**src/rtl/atomic_rd_pkg.sv**
```systemverilog
// Shared types and constants for the 64-bit atomic counter read initiator.
// Holds the FSM state encoding and the bus/result word widths.
package atomic_rd_pkg;

  localparam int ACK_LATENCY = 1;
  localparam int WORD_W      = 32;
  localparam int CNT_W       = 64;

  typedef enum logic [2:0] {
    IDLE,
    REQ_LO,
    REQ_HI,
    WAIT,
    RESP
  } state_t;

endpackage

```
**src/rtl/ack_watchdog.sv**
```systemverilog
// Ack watchdog: restarts on every bus request and flags expiry after
// ACK_TIMEOUT cycles of waiting. Ports: clk, reset (async low), restart, enable, expire.
module ack_watchdog
  import atomic_rd_pkg::*;
#(
  parameter int ACK_TIMEOUT = 4
) (
  input  logic clk,
  input  logic reset,
  input  logic restart,
  input  logic enable,
  output logic expire
);

  localparam int W = $clog2(ACK_TIMEOUT + 1);
  // The counter starts at zero in the nominal ack cycle, so the last
  // waiting cycle is ACK_TIMEOUT-ACK_LATENCY.
  localparam logic [W-1:0] LAST = W'(ACK_TIMEOUT - ACK_LATENCY);

  logic [W-1:0] cnt_q;

  always_ff @(posedge clk or negedge reset) begin
    if (!reset) begin
      cnt_q <= '0;
    end else if (restart) begin
      cnt_q <= '0;
    end else if (enable && (cnt_q != LAST)) begin
      cnt_q <= cnt_q + 1'b1;
    end
  end

  assign expire = enable && !restart && (cnt_q == LAST);

endmodule

```
**src/rtl/atomic_read_initiator.sv**
```systemverilog
// Bus master for 64-bit counter reads: one host command becomes an atomic
// low-word access plus a high-word access, returned as {hi,lo} on rsp_*.
// Ports: clk, reset (async low), cmd_valid_i/cmd_ready_o, rsp_valid_o/
// rsp_ready_i/rsp_data_o/rsp_err_o, req_o/atomic_o/ack_i/count_i.
module atomic_read_initiator
  import atomic_rd_pkg::*;
#(
  parameter bit BACK2BACK   = 1'b1,
  parameter int ACK_TIMEOUT = 4
) (
  input  logic              clk,
  input  logic              reset,
  input  logic              cmd_valid_i,
  output logic              cmd_ready_o,
  output logic              rsp_valid_o,
  input  logic              rsp_ready_i,
  output logic [CNT_W-1:0]  rsp_data_o,
  output logic              rsp_err_o,
  output logic              req_o,
  output logic              atomic_o,
  input  logic              ack_i,
  input  logic [WORD_W-1:0] count_i
);

  state_t             state_q, state_d;
  logic [1:0]         ack_cnt_q, ack_cnt_d;
  logic [WORD_W-1:0]  lo_q, lo_d;
  logic [WORD_W-1:0]  hi_q, hi_d;
  logic [CNT_W-1:0]   rsp_data_q;
  logic               rsp_err_q;
  logic               start;
  logic               ack_ok;
  logic               lo_take;
  logic               hi_take;
  logic               done;
  logic               abort;
  logic               load_rsp;
  logic               wd_enable;
  logic               wd_expire;

  // Acks only count while a read has accesses outstanding; anything in
  // IDLE/RESP (stray or post-abort) is dropped.
  assign ack_ok  = ack_i &&
                   ((state_q == REQ_HI) || (state_q == WAIT));
  assign lo_take = ack_ok && (ack_cnt_q == 2'd0);
  assign hi_take = ack_ok && (ack_cnt_q == 2'd1);
  assign done    = hi_take || (ack_cnt_q == 2'd2);

  assign wd_enable = ((state_q == REQ_HI) || (state_q == WAIT))
                     && (ack_cnt_q != 2'd2);

  ack_watchdog #(
    .ACK_TIMEOUT (ACK_TIMEOUT)
  ) u_wd (
    .clk     (clk),
    .reset   (reset),
    .restart (req_o),
    .enable  (wd_enable),
    .expire  (wd_expire)
  );

  always_comb begin
    state_d = state_q;
    start   = 1'b0;
    abort   = 1'b0;
    unique case (state_q)
      IDLE: begin
        if (cmd_valid_i) begin
          state_d = REQ_LO;
          start   = 1'b1;
        end
      end
      REQ_LO: begin
        state_d = BACK2BACK ? REQ_HI : WAIT;
      end
      REQ_HI: begin
        state_d = done ? RESP : WAIT;
      end
      WAIT: begin
        if (done) begin
          state_d = RESP;
        end else if (!BACK2BACK && lo_take) begin
          state_d = REQ_HI;
        end else if (wd_expire) begin
          state_d = RESP;
          abort   = 1'b1;
        end
      end
      RESP: begin
        if (rsp_ready_i) state_d = IDLE;
      end
      default: state_d = IDLE;
    endcase
  end

  always_comb begin
    ack_cnt_d = ack_cnt_q;
    lo_d      = lo_q;
    hi_d      = hi_q;
    if (start) begin
      ack_cnt_d = 2'd0;
      lo_d      = '0;
      hi_d      = '0;
    end else if (ack_ok && (ack_cnt_q != 2'd2)) begin
      ack_cnt_d = ack_cnt_q + 2'd1;
      if (lo_take) lo_d = count_i;
      if (hi_take) hi_d = count_i;
    end
  end

  assign load_rsp = (state_d == RESP) && (state_q != RESP);

  always_ff @(posedge clk or negedge reset) begin
    if (!reset) begin
      state_q    <= IDLE;
      ack_cnt_q  <= 2'd0;
      lo_q       <= '0;
      hi_q       <= '0;
      rsp_data_q <= '0;
      rsp_err_q  <= 1'b0;
    end else begin
      state_q   <= state_d;
      ack_cnt_q <= ack_cnt_d;
      lo_q      <= lo_d;
      hi_q      <= hi_d;
      if (load_rsp) begin
        rsp_data_q <= abort ? '0 : {hi_d, lo_d};
        rsp_err_q  <= abort;
      end
    end
  end

  assign cmd_ready_o = (state_q == IDLE);
  assign rsp_valid_o = (state_q == RESP);
  assign rsp_data_o  = rsp_data_q;
  assign rsp_err_o   = rsp_err_q;
  assign req_o       = (state_q == REQ_LO) || (state_q == REQ_HI);
  assign atomic_o    = (state_q == REQ_LO);

endmodule

```
**config.mk**
```make
export PLATFORM = sky130hd
export DESIGN_NAME = atomic_read_initiator
export DESIGN_NICKNAME = d
export VERILOG_FILES = /design/src/rtl/atomic_rd_pkg.sv /design/src/rtl/ack_watchdog.sv /design/src/rtl/atomic_read_initiator.sv
export SDC_FILE = /design/constraint.sdc
export NUM_CORES = 1
export LEC_CHECK = 0
export BUFFER_PORTS_ARGS = -buffer_cell sky130_fd_sc_hd__buf_2
export CAP_MARGIN = 10
export CORE_MARGIN = 5
export CORE_UTILIZATION = 61
export CTS_CLUSTER_DIAMETER = 40
export CTS_CLUSTER_SIZE = 14
export DETAILED_ROUTE_END_ITERATION = 8
export GPL_TIMING_DRIVEN = 1
export PLACE_DENSITY_LB_ADDON = 0.08
export SYNTH_ARGS = -nofsm -noshare
export SYNTH_HDL_FRONTEND = slang
export SYNTH_SLANG_ARGS = --single-unit
```
**constraint.sdc**
```tcl
create_clock -name clk -period 6.3 [get_ports clk]
set_clock_uncertainty 0.2 [all_clocks]
set_input_delay 1.89 -clock clk [delete_from_list [all_inputs] [get_ports clk]]
set_output_delay 1.89 -clock clk [all_outputs]
set_load 0.005 [all_outputs]
```
==> flow_summary.ini <==
[synthesis]
synth_flop_cell = dfrtp_1
yosys-top-cells-count = dfrtp_1, a21oi_1, o21ai_0
ys_types = 30
synth_seq_cells = 137
yosys-top-cells-area = dfrtp_1, a221o_1, and3_1, o2111a_1, a21oi_1
synth_top_area_cell = dfrtp_1
mappedNetlistArea_um2 = 6470
synth_edf_count = 0
seq_area_frac_synth = 0.530
synth.most_common_cell = dfrtp_1
synthCells = 618
synth_async_sr_flop_share = 1.00
synth_top_area_frac = 0.530
ys.warnings.count = 0
avgSynthCellArea_um2 = 10.5
synth_fp_nets = 660

[sta]
finalSetupViolations = 0
hold_viol = 0
fin_setup_tns_ps = 0
fmax_ghz = 0.258
rsz0062_at_grt = false
tightest_slew_ps = 1060
min_period_ps = 3880
fin_ws_ps = 2420
slew_headroom = 0.296
slew_viol_final = 0
period_share = 0.616
whs_ps = 308

[setup_path]
worstPathCellList = buf_2 -> nand4bb_4 -> nor2_4 -> a221o_1
rrSetupSlack_ps = 2650
slowest_delay_ps = 1050
endpoint_kind = flip-flop
cp-start-kind = input port
worstPathArrival_ps = 4130
crit_buf_inv = 1
cp_max_fo = 66
crit_family = simple AND/OR/NAND/NOR gates
crit_type = input port to flip-flop
critPathRequiredTime_ps = 6550
cp_slowest_cell = nor2_4

[pwr]
sw_frac_of_total = 0.408
ir_drop_mv = 0.478
p_switching_uw = 1650
intPower_uw = 2400
combinationalPowerShare = 0.417
leakage_uw = 0.00368
p_seq_frac = 0.364
p_clk_frac = 0.218
powerDensity_nw_per_um2 = 540

[min_path]
hold_path.class = flip-flop to flip-flop

[cts]
cts_tree = done
cts.clk_slew.worst_paths_ps = 60
clockBufferDepth = 2
cts-buffers-inserted = 17
cts_setup_buffers = 0
cts_sinks = 137
clock_latency_ps = 520
cts_root_buffer = clkbuf_8
cts-resized-gates = 0
htreeDepth = 4
holdBufCountCts = 0

[drt]
wl_per_cell_um = 21.4
num_vias = 5596
first_pass_iters = 6
ant_nets = 0
drt_iter0_drc = 639
via_per_inst = 6.85
drc = 0
wl_mm = 17.5

[die]
die_width_um = 113
die_h_um = 113
start_util = 0.627
coreArea_um2 = 10300
fp-row-count = 37
die-area_um2 = 12800
ios = 106

[finish]
final_area_um2 = 7500
nets = 716
area_delta_synth_final_pct = 15.9
antennaDiodeCount = 0
fin_util = 0.726
final_layout_size_suffix_gt1_frac = 0.223

[flow_run]
cap_viol_max_count = 0

[global_routing]
overflow = 0
grt_max_degree = 99
use_met2 = 0.442
grt_util_all_layers = 0.284
grt_pass1_wl_mm = 29.2
grt_pass1_vias = 5620
antenna_found_initial = 0
grt_busiest_layer = met2
met3_usage = 0.0631
globalRouteMet1Util = 0.396

[placement]
port_buffers = 105
pre_cts_ws_ps = 1980
place.gp.congestion = 0.743
dpl_cell_area_um2 = 6960
dp_hpwl_mm = 9.69

[outcome]
outcome = finished clean
==> cells in the final DEF, fill, tap and decap left out, drive strengths merged, types with 2 or more instances in the layout <==
master / instances
a21oi: 66
a221o: 64
a2bb2oi: 2
and2: 2
and3: 64
buf: 117
clkbuf: 21
clkinv: 4
dfrtp: 137
ha: 5
inv: 5
nand2: 8
nand3: 65
nor2: 8
nor3b: 2
o2111a: 32
o21ai: 66
xnor2: 3
==> power groups by stage <==
stage                     clock network [uW]  registers [uW]  logic [uW]
after floorplan                            0            1430        1150
after global placement                     0            1460        1610
after detailed placement                   0            1480        1660
after CTS                                889            1470        1670
after global routing                     937            1520        1840
final                                    884            1480        1690
==> sequential cells by signal (all words and copies together) (netlist names) <==
register    cells
rsp_data_o     64
hi_q           32
lo_q           32
state_q         3
u_wd.cnt_q      3
ack_cnt_q       2
rsp_err_o       1
==> kinds of logic after synthesis <==
family                     after synthesis  synth area share
AOI/OAI and AO/OA                      232             0.263
adders and majority gates                5           0.00967
xor gates and xnor gates                 3           0.00406
buffers and inverters                   85            0.0594
DFF                                    137             0.530
and+or+nand+nor                        156             0.134
==> through the flow <==
stage	total power (uW)	cells
floorplan	2580	618
global placement	3060	790
detailed placement	3140	790
CTS	4030	816
global route	4300	817
finish	4050	817
==> area by class of cell <==
type,count,area (um^2)
Inverter,5,18.8
Clock buffer,21,459
Fill cell,778,2820
Sequential cell,137,3430
Multi-Input combinational cell,396,2730
Clock inverter,5,50.0
Timing Repair Buffer,117,642
Tap cell,136,170
==> layer usage <==
metal / wire, um / vias to the layer above
met1: 7380 / 2795
met3: 1440 / 28
met5: 0 / -
met2: 8350 / 294
met4: 324 / 0
li1: - / 2479
==> final timing paths <==
check | start | endpoint | depth (start not counted)
max | ack_i | rsp_data_o[9] | 4
min | rsp_data_o[39] | rsp_data_o[39] | 1
max reg2reg | ack_cnt_q[0] | rsp_data_o[9] | 8
min reg2reg | rsp_data_o[39] | rsp_data_o[39] | 1
max in group asynchronous | reset | lo_q[11] | 2
min in group asynchronous | reset | rsp_data_o[61] | 1
No activity file was read; power rests on OpenSTA's default activity.
